File: src/rtl/bus_capture_8_if.sv
`default_nettype none
// ============================================================================
// Module   : bus_capture_8_if
// Brief    : Write-capture and drain bus for the 8-slot capture block.
// Revision : 1.0
// ============================================================================
interface bus_capture_8_if;
    logic        wr_en;
    logic [2:0]  wr_sel;
    logic [31:0] wr_data;
    logic        wr_ack;
    logic [31:0] out0;
    logic [31:0] out1;
    logic [31:0] out2;
    logic [31:0] out3;
    logic [31:0] out4;
    logic [31:0] out5;
    logic [31:0] out6;
    logic [31:0] out7;
    logic [7:0]  valid;
    logic        rd_valid;
    logic [2:0]  rd_sel;
    logic [31:0] rd_data;
    logic        rd_ready;
    logic        overrun;

    modport slave (
        input  wr_en, wr_sel, wr_data, rd_ready,
        output wr_ack, out0, out1, out2, out3, out4, out5, out6, out7,
               valid, rd_valid, rd_sel, rd_data, overrun
    );

    modport master (
        output wr_en, wr_sel, wr_data, rd_ready,
        input  wr_ack, out0, out1, out2, out3, out4, out5, out6, out7,
               valid, rd_valid, rd_sel, rd_data, overrun
    );
endinterface
`default_nettype wire

File: src/rtl/bus_capture_8.sv
`default_nettype none
// ============================================================================
// Module   : bus_capture_8
// Brief    : Captures bus words into 8 slots and drains them round-robin.
// Revision : 1.0
// ============================================================================
module bus_capture_8 (
    input  wire              clock,
    input  wire              reset,
    bus_capture_8_if.slave   bus
);
    logic [31:0] r_slot [8];
    logic [7:0]  r_valid;
    logic [2:0]  r_ptr;
    logic        r_wr_ack;
    logic        r_overrun;

    logic [2:0]  w_rd_sel;
    logic        w_rd_valid;
    logic        w_drain;
    logic        w_same_slot_drain;

    // Scan from the highest offset down so the nearest valid slot to ptr wins.
    always_comb begin
        w_rd_sel = r_ptr;
        for (int k = 7; k >= 0; k--) begin
            if (r_valid[r_ptr + 3'(k)]) begin
                w_rd_sel = r_ptr + 3'(k);
            end
        end
    end

    assign w_rd_valid        = |r_valid;
    assign w_drain           = w_rd_valid & bus.rd_ready;
    assign w_same_slot_drain = w_drain & (w_rd_sel == bus.wr_sel);

    always_ff @(posedge clock) begin
        if (reset) begin
            for (int i = 0; i < 8; i++) begin
                r_slot[i] <= 32'd0;
            end
            r_valid   <= 8'h00;
            r_ptr     <= 3'd0;
            r_wr_ack  <= 1'b0;
            r_overrun <= 1'b0;
        end else begin
            r_wr_ack <= bus.wr_en;
            if (w_drain) begin
                r_valid[w_rd_sel] <= 1'b0;
                r_ptr             <= w_rd_sel + 3'd1;
            end
            // A write after the drain clear keeps the slot valid on a same-slot collision.
            if (bus.wr_en) begin
                r_slot[bus.wr_sel]  <= bus.wr_data;
                r_valid[bus.wr_sel] <= 1'b1;
                if (r_valid[bus.wr_sel] && !w_same_slot_drain) begin
                    r_overrun <= 1'b1;
                end
            end
        end
    end

    assign bus.wr_ack   = r_wr_ack;
    assign bus.overrun  = r_overrun;
    assign bus.valid    = r_valid;
    assign bus.rd_valid = w_rd_valid;
    assign bus.rd_sel   = w_rd_sel;
    assign bus.rd_data  = r_slot[w_rd_sel];
    assign bus.out0     = r_slot[0];
    assign bus.out1     = r_slot[1];
    assign bus.out2     = r_slot[2];
    assign bus.out3     = r_slot[3];
    assign bus.out4     = r_slot[4];
    assign bus.out5     = r_slot[5];
    assign bus.out6     = r_slot[6];
    assign bus.out7     = r_slot[7];
endmodule
`default_nettype wire

File: src/flat_wrapper.sv
// flat-port wrapper written by rule: the top's interface ports become plain ports
module bus_capture_8_flat 
  (clock, reset, bus_wr_en, bus_wr_sel, bus_wr_data, bus_rd_ready, bus_wr_ack, bus_out0, bus_out1, bus_out2, bus_out3, bus_out4, bus_out5, bus_out6, bus_out7, bus_valid, bus_rd_valid, bus_rd_sel, bus_rd_data, bus_overrun);
  bus_capture_8_if bus_i ();
  input  wire clock;
  input  wire reset;
  input wire logic [$bits(bus_i.wr_en)-1:0] bus_wr_en;
  input wire logic [$bits(bus_i.wr_sel)-1:0] bus_wr_sel;
  input wire logic [$bits(bus_i.wr_data)-1:0] bus_wr_data;
  input wire logic [$bits(bus_i.rd_ready)-1:0] bus_rd_ready;
  output wire logic [$bits(bus_i.wr_ack)-1:0] bus_wr_ack;
  output wire logic [$bits(bus_i.out0)-1:0] bus_out0;
  output wire logic [$bits(bus_i.out1)-1:0] bus_out1;
  output wire logic [$bits(bus_i.out2)-1:0] bus_out2;
  output wire logic [$bits(bus_i.out3)-1:0] bus_out3;
  output wire logic [$bits(bus_i.out4)-1:0] bus_out4;
  output wire logic [$bits(bus_i.out5)-1:0] bus_out5;
  output wire logic [$bits(bus_i.out6)-1:0] bus_out6;
  output wire logic [$bits(bus_i.out7)-1:0] bus_out7;
  output wire logic [$bits(bus_i.valid)-1:0] bus_valid;
  output wire logic [$bits(bus_i.rd_valid)-1:0] bus_rd_valid;
  output wire logic [$bits(bus_i.rd_sel)-1:0] bus_rd_sel;
  output wire logic [$bits(bus_i.rd_data)-1:0] bus_rd_data;
  output wire logic [$bits(bus_i.overrun)-1:0] bus_overrun;
  assign bus_i.wr_en = bus_wr_en;
  assign bus_i.wr_sel = bus_wr_sel;
  assign bus_i.wr_data = bus_wr_data;
  assign bus_i.rd_ready = bus_rd_ready;
  assign bus_wr_ack = bus_i.wr_ack;
  assign bus_out0 = bus_i.out0;
  assign bus_out1 = bus_i.out1;
  assign bus_out2 = bus_i.out2;
  assign bus_out3 = bus_i.out3;
  assign bus_out4 = bus_i.out4;
  assign bus_out5 = bus_i.out5;
  assign bus_out6 = bus_i.out6;
  assign bus_out7 = bus_i.out7;
  assign bus_valid = bus_i.valid;
  assign bus_rd_valid = bus_i.rd_valid;
  assign bus_rd_sel = bus_i.rd_sel;
  assign bus_rd_data = bus_i.rd_data;
  assign bus_overrun = bus_i.overrun;
  bus_capture_8 u_core (.clock(clock), .reset(reset), .bus(bus_i));
endmodule
File: config.mk
export PLATFORM = sky130hd
export DESIGN_NAME = bus_capture_8_flat
export DESIGN_NICKNAME = d
export VERILOG_FILES = /design/src/rtl/bus_capture_8_if.sv /design/src/rtl/bus_capture_8.sv /design/src/flat_wrapper.sv
export SDC_FILE = /design/constraint.sdc
export NUM_CORES = 1
export LEC_CHECK = 0
export BUFFER_PORTS_ARGS = -buffer_cell sky130_fd_sc_hd__buf_2
export CAP_MARGIN = 15
export CORE_MARGIN = 10
export CORE_UTILIZATION = 40
export CTS_CLUSTER_SIZE = 30
export DETAILED_ROUTE_END_ITERATION = 12
export PLACE_DENSITY = 0.65
export REMOVE_ABC_BUFFERS = 1
export SLEW_MARGIN = 5
export SYNTH_ARGS = -nofsm -noshare
export SYNTH_HDL_FRONTEND = slang
export SYNTH_SLANG_ARGS = --single-unit
File: constraint.sdc
create_clock -name clock -period 4.2 [get_ports clock]
set_clock_uncertainty 0.15 [all_clocks]
set_input_delay 0.63 -clock clock [delete_from_list [all_inputs] [get_ports clock]]
set_output_delay 0.63 -clock clock [all_outputs]
set_load 0.05 [all_outputs]
# After elaboration in Yosys (flattened, before gate mapping)

Memory sizes are Yosys's and may differ from the RTL's.
Cells that the tools add are included.

Reduce and logical (&&, ||, !) cells: 7
Bitwise logic cells: 5
Equal/unequal tests: 1
Add/subtract/negate cells: 8
Multiplexer cells: 41
Order comparisons: 12

Operators with widths:

| operator                                                                      | count |
|---|---|
| 3-bit by 4-bit less-than comparator with 1-bit output (second input constant) | 10 |
| 32-bit two-way mux                                                            | 1 |
| 32-bit OR reduction                                                           | 1 |
| 1-bit binary-select mux with 3-bit select                                     | 9 |
| 3-bit two-way mux                                                             | 9 |
| 8-bit two-way mux                                                             | 3 |
| 1-bit two-way mux                                                             | 17 |
| 3-bit adder (second input constant)                                           | 4 |
| 8-bit AND                                                                     | 1 |
| 8-bit inverter                                                                | 1 |
| 8-bit bitwise OR                                                              | 1 |
| 8-bit OR reduction                                                            | 1 |
| 3-bit by 1-bit adder with 3-bit output (second input constant)                | 2 |
| 3-bit by 2-bit adder with 3-bit output (second input constant)                | 2 |
| 1-bit demux with 3-bit select                                                 | 2 |
| 3-bit by 1-bit >= comparator with 1-bit output (second input constant)        | 2 |
| 3-bit equality test                                                           | 1 |
| 1-bit logical AND                                                             | 3 |
| 1-bit AND                                                                     | 2 |
| 2-bit AND reduction                                                           | 1 |
| 1-bit zero test                                                               | 1 |

Input bits: 39
Memory bits (writable): 256
Output and inout port bits: 302
Memories: 1
Logic and storage cells: 79
Bits in registers: 13

Memories:

| memory        | depth | width | read ports | clocked after memory_dff | write ports | line                | source |
|---|---|---|---|---|---|---|---|
| u_core.r_slot | 8     | 32    | 9          | 0                        | 8           | bus_capture_8.sv:12 | `logic [31:0] r_slot [8];` |

# Depth between registers and ports, before layout

Gate-level depths: netlist (run 1).

Word-level depth: 21
Mapped depth: 16
Depth with buffers taken out: 12

# Least setup slack after synthesis (run 1)

OpenSTA, ideal clock, no wires.

Kind: register to output
From: register u_core.r_ptr[1]
To: output bus_rd_data[29]
Buffers on the path: 3
Data required time: 3.420 ns
Path slack: -0.217 ns
Stages on the path, launching flop included: 15
Arrival time: 3.637 ns
Path through: dfxtp_1 > clkbuf_1 > inv_1 > ha_1 > mux4_2 > a221oi_1 > o22ai_1 > o211ai_2 > nor2_1 > nor4_2 > buf_6 > buf_2 > mux2i_1 > mux2i_1 > mux2_2

Word-level cells in the longest chain between the ends: 12
Elaborated cells between the ends (all ways): 32
Those cells by class: add/sub: 7; mux: 24; memory: 1

Ends and longest elaborated chain:

| item                                      | line                                     | source |
|---|---|---|
| from (decl)                               | bus_capture_8.sv:14                      | `logic [2:0] r_ptr;` |
| from (signal assigned)                    | bus_capture_8.sv:50                      | `r_ptr <= w_rd_sel + 3'd1;` |
| 3-bit adder                               | bus_capture_8.sv:27, bus_capture_8.sv:28 |  |
| 1-bit binary-select mux with 3-bit select | bus_capture_8.sv:27                      | `if (r_valid[r_ptr + 3'(k)]) begin` |
| 1-bit two-way mux (not written as such)   | bus_capture_8.sv:27                      |  |
| 3-bit two-way mux (7 in series)           | bus_capture_8.sv:27                      |  |
| 3-bit two-way mux *                       | bus_capture_8.sv:27                      |  |
| net bus_rd_sel[2]                         | flat_wrapper.sv:22                       | `output wire logic [$bits(bus_i.rd_sel)-1:0] bus_rd_sel;` |
| memory 8 x 32 bit *                       | n/a                                      |  |
| to (decl)                                 | flat_wrapper.sv:23                       | `output wire logic [$bits(bus_i.rd_data)-1:0] bus_rd_data;` |

Mark *: on every way through the listed nets, which the timed path passes. The rest lies on a longest branch. The select of a mux whose other input is x is not followed.

# Final worst setup path (run 1)

From: register u_core.r_ptr[1]
To: output bus_rd_data[13]

Word-level cells in the longest chain between the ends: 12
Elaborated cells between the ends (all ways): 32
Those cells by class: add/sub: 7; mux: 24; memory: 1

Ends and longest elaborated chain:

| item                                      | line |
|---|---|
| 3-bit adder                               | bus_capture_8.sv:27, bus_capture_8.sv:28 |
| 1-bit binary-select mux with 3-bit select | bus_capture_8.sv:27 |
| 1-bit two-way mux (not written as such)   | bus_capture_8.sv:27 |
| 3-bit two-way mux (7 in series)           | bus_capture_8.sv:27 |
| 3-bit two-way mux *                       | bus_capture_8.sv:27 |
| memory 8 x 32 bit *                       | n/a |

Every way passes the cells marked *; elsewhere a longest branch is shown, timed or not. The select of a mux whose other input is x is not followed.

==> results of run 1 <==
## sequential cells by signal (all words and copies together) (netlist names)
signal	flops
u_core.r_ptr	3
u_core.r_slot	256
u_core.bus.valid	8
u_core.bus.wr_ack	1
u_core.bus.overrun	1
## cells in the final DEF (no fill, tap or decap), types with 4 or more instances in the layout
master     count
buf_2        307
and2_1       259
edfxtp_1     256
mux2i_1      190
buf_4         66
clkbuf_16     33
mux2_2        31
buf_12        28
buf_6         26
nand2_1       14
dfxtp_1       11
mux4_2         9
mux2i_2        9
nand3_1        8
nor2_1         7
o21ai_4        7
clkinv_1       7
buf_8          7
a31o_1         6
a21oi_1        6
a31oi_1        6
mux2_4         6
nor2_4         6
nor2b_1        5
mux2i_4        5
o211ai_1       5
nand2b_1       5
clkbuf_1       5
o21ai_1        4
inv_1          4
bufinv_16      4
## where the power goes
group	switching, W	total [W]	internal [W]
clock	0.00104	0.00254	0.00150
combinational	0.00573	0.0103	0.00454
sequential	0.000133	0.00325	0.00312
total	0.00690	0.0161	0.00915
## worst min path at each step
| stage | slack [ps] | startpoint | depth (start not counted) | endpoint |
|---|---|---|---|---|
| floorplan | 510 | u_core.r_ptr[1] | 2 | u_core.r_ptr[1] |
| global placement | 440 | u_core.bus.valid[7] | 2 | u_core.bus.valid[7] |
| detailed placement | 440 | u_core.bus.valid[7] | 2 | u_core.bus.valid[7] |
| CTS | 210 | reset | 2 | u_core.r_ptr[0] |
| global route | 220 | reset | 2 | u_core.r_ptr[0] |
| finish | 230 | reset | 2 | u_core.r_ptr[0] |
## repair_timing
item,4_1_cts,5_1_grt
hold buffers,0,0
endpoints found under the setup margin,35,35
pin swaps,6,7
gates cloned,2,4
gates resized for setup,90,49
setup buffers,9,21
## final cells by class
| type | count | area (sq um) | share of cell area [%] |
|---|---|---|---|
| Antenna cell | 3 | 7.51 | 0.0415 |
| Multi-Input combinational cell | 641 | 5450 | 30.1 |
| Clock buffer | 34 | 744 | 4.12 |
| Timing Repair Buffer | 441 | 3150 | 17.4 |
| Clock inverter | 16 | 185 | 1.02 |
| Tap cell | 448 | 561 | 3.10 |
| Inverter | 8 | 35.0 | 0.194 |
| Sequential cell | 269 | 7950 | 44.0 |
## cell families after synthesis
logic type / after synthesis
flops: 269
mux: 250
xor+xnor: 9
compound gates: 57
buf+inv: 74
simple gates: 323
fa+ha+maj: 2
## per-layer routing
| metal | vias to the layer above | global-route usage (%) | wire length, microns |
|---|---|---|---|
| met3 | 73 | 4.66 | 3200 |
| li1 | 4417 | - | - |
| met2 | 375 | 35.3 | 22700 |
| met4 | 2 | 6.88 | 1390 |
| met5 | - | 0 | 17 |
| met1 | 4842 | 25.8 | 18900 |
## through the flow
step | setup WS (ps) | setup TNS [ps] | hold slack (ps) | cell area (sq um)
5_1_grt | -731 | -21980 | 220 | 18100
3_5_place_dp | -185 | -3510 | 444 | 16300
3_3_place_gp | -127 | -2310 | 435 | 16300
6_report | -549 | -16180 | 225 | 18100
2_1_floorplan | -11460 | -485550 | 508 | 13100
4_1_cts | -587 | -16890 | 205 | 17600
==> out/qor.yml, run 1 <==
status: "finished, violations left"
violations: "negative setup slack"
max_slew_margin_pct: 42.3
final_cells: 1860
drt_first_pass_iters: 4
grt_max_degree: 34
cp-startpoint: "u_core.r_ptr[1]"
fin_crit_ps: 4750
cp_cell_sequence: "inv_2 -> ha_4 -> mux4_2 -> buf_4 -> nand2_1 -> o21ai_1 -> o221ai_1 -> a211oi_2 -> nor4_4 -> buf_6 -> buf_12 -> buf_4 -> buf_16 -> mux2i_1 -> mux2i_1 -> mux2_4 -> buf_8"
fmax_mhz: 211
finalPower_w: 0.0161
drv_slew: 0
worst_pin_slew_ps: 865
hpwlAfterDp_microns: 31400
drt-total-wl_microns: 46200
critPathKind: "reg2out"
cts_buffer_depth: 3
hold_path_class: "in2reg"
syn_to_final_growth_pct: 32.8
hold_viol: 0
r2r-end: "u_core.bus.valid[3]"
critPathBufInv: 7
finalCritPeriodShare_pct: 113
core_area_sq_um: 33500
synth-edff-count: 256
die_y_microns: 204
synth_xor_xnor_area_share_pct: 0.689
yosysMostFrequentCell: "and2_1"
cts_tree: "done"
floorplan.initialDensity_pct: 40.6
grt_setup_unrepaired: "true"
setup_slack_ps: -549
cts_num_sinks: 269
reg2regPathDepth: 22
ys_ff_latch: 269
async_flop_share_pct: 0
fill_cells: 2848
viasPerCell: 5.22
clk_latency_ps: 550
r2r_start: "u_core.r_ptr[1]"
wl_per_cell_microns: 24.8
end_kind: "output pin"
slowest_stage: "mux4_2"
synth_ff_type: "edfxtp_1"
yosysUniqueCellTypes: 54
antenna_found_initial: 2
power_density_nw_per_um2: 888
synth_area_leaders: "edfxtp_1 (56%), mux2i_1 (15%), and2_1 (12%)"
synth_top_family_by_area: "multiplexers"
post-synth-top-area-cell: "edfxtp_1"
drtIter0Drc: 555
drtAntennaViolNets: 0
peakVddDrop_v: 0.000846
cts-root-buf: "clkbuf_16"
row_count: 67
syn-instance-count: 984
yosysTopAreaCellShare_pct: 56.5
gr-usage-all-layers_pct: 20.8
dieWidth_microns: 204
grt-ovfl-total: 0
yosys.area_share.adder_pct: 0.184
dp_cells: 1772
die_area_sq_um: 41800
netlist_area_sq_um: 13600
max_stage_delay_ps: 520
synthTopCellsByCount: "and2_1 (259), edfxtp_1 (256), mux2i_1 (203)"
cp.depth: 17
cts_made_buffers: 29
p_leak_nw: 7.39
crit_fanout: 8
arrival_ps: 3970
startpoint_type: "register"
grt_pass1_vias: 10037
synth_compound_area_share_pct: 3.01
io_pins: 341
reg2reg_slack_ps: 330
synth_mux_area_share_pct: 19.7
maxCapViolCount: 0
yosys.area_share.simple_pct: 14.3
setup_violations: 33
endpoint: "bus_rd_data[13]"
globalplace.congestion: 0.868
syn_avg_cell_area_sq_um: 13.8
drc: 0
utilization_pct: 53.9
port_buffers: 340
htreeDepth: 1
ys_warn_count: 0
yosysSeqAreaShare_pct: 58.4
crit_family: "multiplexers"
vias: 9709
drive_gt1_share_pct: 41.0
layout.nets: 1431
grt_pass1_wl_microns: 65700
cp.required_ps: 3420
clkTransAtPathRegs_ps: 60
Note: power is estimated with default switching activity, not from simulation.
==> run 2: changes to the inputs <==
CELL_PAD_IN_SITES_DETAIL_PLACEMENT = 0   (was default)
CELL_PAD_IN_SITES_GLOBAL_PLACEMENT = 1   (was default)
CORE_UTILIZATION = 39   (was 40)
MAX_ROUTING_LAYER = met4   (was default)
PLACE_DENSITY = default   (was 0.65)
PLACE_DENSITY_LB_ADDON = 0.1   (was default)
==> run 2 against run 1 <==
  * The flow still finishes with violations (negative setup slack)
  * Die area increased by 2.3%
  * Worst hold slack improved by 3.3 ps
  * Wire length increased by 4.2%
  * Clock power increased by 2%
  * Critical path depth decreased by 2
  * Critical endpoint is now bus_rd_data[24]
  * Highest routed layer is now met4
==> out/qor.yml, run 2 (synthesized netlist as in run 1, its figures left out) <==
maxCapViolCount: 0  # unchanged
status: "finished, violations left"
floorplan.initialDensity_pct: 39.5  # -1.1 points
critPathKind: "reg2out"
violations: "negative setup slack"
p_int_w: 0.00894  # -2.3%
cpMostUsedCell: "buf_6"
power_density_nw_per_um2: 884  # -0.47%
p_leak_nw: 7.37  # -0.33%
hold_start: "reset"
setup_slack_ps: -560  # -10.4 ps
cts_tree: "done"
final_cell_mix: "buf_2 (305), and2_1 (259), edfxtp_1 (256)"
p_sw_w: 0.00697  # +0.94%
seq_power_share_pct: 20.4  # +0.2 points
die_area_sq_um: 42800  # +2.3%
drv_slew: 0  # unchanged
viasPerCell: 5.17  # -1.0%
max_stage_delay_ps: 530  # about the same
wl_per_cell_microns: 25.8  # +3.9%
reg2reg_slack_ps: 670  # +340 ps
slowest_stage: "mux4_2"
grt_max_degree: 34  # unchanged
preCtsSetupSlack_ps: -157  # +28.3 ps
hpwlAfterDp_microns: 33000  # +5.1%
antenna_found_initial: 3  # +1
drive_gt1_share_pct: 40.1  # -0.89 points
grt_pass1_wl_microns: 69100  # +5.2%
hold_viol: 0  # unchanged
crit_family: "multiplexers"
cts_buffer_depth: 3  # unchanged
grt_pass1_vias: 10090  # +0.53%
drt-total-wl_microns: 48200  # +4.2%
globalplace.congestion: 0.844  # -2.8%
arrival_ps: 3980  # about the same
startpoint_type: "register"
clkTransAtPathRegs_ps: 60  # about the same
fmax_mhz: 210  # -0.22%
grt-ovfl-total: 0  # unchanged
min_to: "u_core.r_ptr[0]"
htreeDepth: 1  # unchanged
worst_pin_slew_ps: 889  # +24.5 ps
critPathBufInv: 5  # -2
die_y_microns: 207  # +1.2%
cts_num_sinks: 269  # unchanged
max_slew_margin_pct: 40.6  # -1.6 points
cp_cell_sequence: "inv_2 -> ha_4 -> mux4_2 -> a221oi_2 -> o22ai_1 -> o211ai_2 -> nor2_2 -> nor4_4 -> buf_6 -> buf_12 -> buf_16 -> mux2i_2 -> mux2i_1 -> mux2_2 -> buf_6"
crit_fanout: 20  # +12
r2r_start: "u_core.r_ptr[1]"
fin_hold_ws_ps: 229  # +3.32 ps
drtIter0Drc: 695  # +25%
peakVddDrop_v: 0.000867  # +2.5%
r2r-end: "u_core.bus.valid[5]"
hold_path_class: "in2reg"
clockPowerShare_pct: 16.3  # +0.5 points
reg2regPathDepth: 16  # -27%
row_count: 68  # +1.5%
whs_path_depth: 2  # unchanged
core_area_sq_um: 34500  # +2.8%
regMostFlops: "u_core.r_slot"
port_buffers: 340  # unchanged
cts-root-buf: "clkbuf_16"
layout.nets: 1424  # -0.49%
finalCritPeriodShare_pct: 113  # +0.25 points
cts_made_buffers: 31  # +6.9%
p_comb_share_pct: 63.2  # -0.8 points
setup_violations: 33  # unchanged
gr-usage-all-layers_pct: 22.3  # +1.5 points
drc: 0  # unchanged
syn_to_final_growth_pct: 32.2
clk_latency_ps: 560  # about the same
drtAntennaViolNets: 0  # unchanged
final_common_cell: "buf_2"
switching_share_pct: 43.8  # +0.81 points
drt_first_pass_iters: 5  # +1
vias: 9642  # -0.69%
end_kind: "output pin"
grt_setup_unrepaired: "true"
cp.required_ps: 3420  # about the same
dieWidth_microns: 207  # +1.2%
io_pins: 341  # unchanged
largest_register_ffs: 256  # unchanged
fin_crit_ps: 4760  # +10.4 ps
run 2: cell types whose count changed in the layout (fill, tap and decap cells not counted), sizes merged:
cell,previous run,this run
buf,436,431
clkbuf,39,44
bufinv,4,2
clkinv,10,11
run 2: worst max path at each step:
stage | slack (ps) | endpoint | start | cells past startpoint
finish | -560 | bus_rd_data[24] | u_core.r_ptr[1] | 15
global route | -760 | bus_rd_data[1] | u_core.r_ptr[0] | 16
CTS | -580 | bus_rd_data[1] | u_core.r_ptr[1] | 16
detailed placement | -160 | bus_rd_data[13] | u_core.r_ptr[1] | 14
global placement | -80 | bus_rd_data[18] | u_core.r_ptr[0] | 14
floorplan | -11460 | bus_rd_data[0] | u_core.r_ptr[0] | 11
run 2: repair_timing:
action	4_1_cts	5_1_grt
pin swaps	6	4
resized for setup	101	17
hold buffers	0	0
setup buffers	12	6
endpoints found under the setup margin	35	35
cloned	4	1
run 2: cell type report:
cell class / instances / area (sq um)
inverter: 8 / 30.0
clock buffer: 43 / 841
fill: 3038 / 16500
tap: 455 / 569
antenna: 3 / 7.51
sequential: 269 / 7950
clock inverter: 15 / 139
timing repair buffer: 432 / 3060
multi-input combinational: 641 / 5400
run 2: stage by stage:
stage | TNS, ps | area [sq um] | utilization (%) | cells | total power [W]
detailed placement | -3100 | 16300 | 47.3 | 1782 | 0.0117
global route | -22380 | 18000 | 52.2 | 1866 | 0.0165
global placement | -1380 | 16300 | 47.3 | 1782 | 0.0116
finish | -15770 | 18000 | 52.2 | 1866 | 0.0159
floorplan | -485550 | 13100 | - | 918 | 0.00815
CTS | -16270 | 17800 | 51.8 | 1856 | 0.0158
run 2: per-layer routing:
| layer | wire (microns) | GRT usage, % | vias to the layer above |
|---|---|---|---|
| met5 | 0 | - | - |
| li1 | - | - | 4398 |
| met3 | 3510 | 5.09 | 58 |
| met1 | 20800 | 28.8 | 4858 |
| met4 | 929 | 5.07 | 0 |
| met2 | 22900 | 35.3 | 328 |
run 2: worst reg2reg max path: cells and delay by family (launching register included):
kind / cells / cell delay [ps]
flops: 1 / 340
simple gates: 1 / 160
fa+ha+maj: 1 / 270
compound gates: 5 / 920
mux: 3 / 860
buf+inv: 6 / 680
run 2: power groups by stage:
stage	combinational, W	sequential (W)	clock [W]
3_5_place_dp	0.00836	0.00330	0
4_1_cts	0.00988	0.00325	0.00264
5_1_grt	0.0105	0.00327	0.00277
3_3_place_gp	0.00834	0.00331	0
6_report	0.0101	0.00325	0.00260
2_1_floorplan	0.00428	0.00388	0
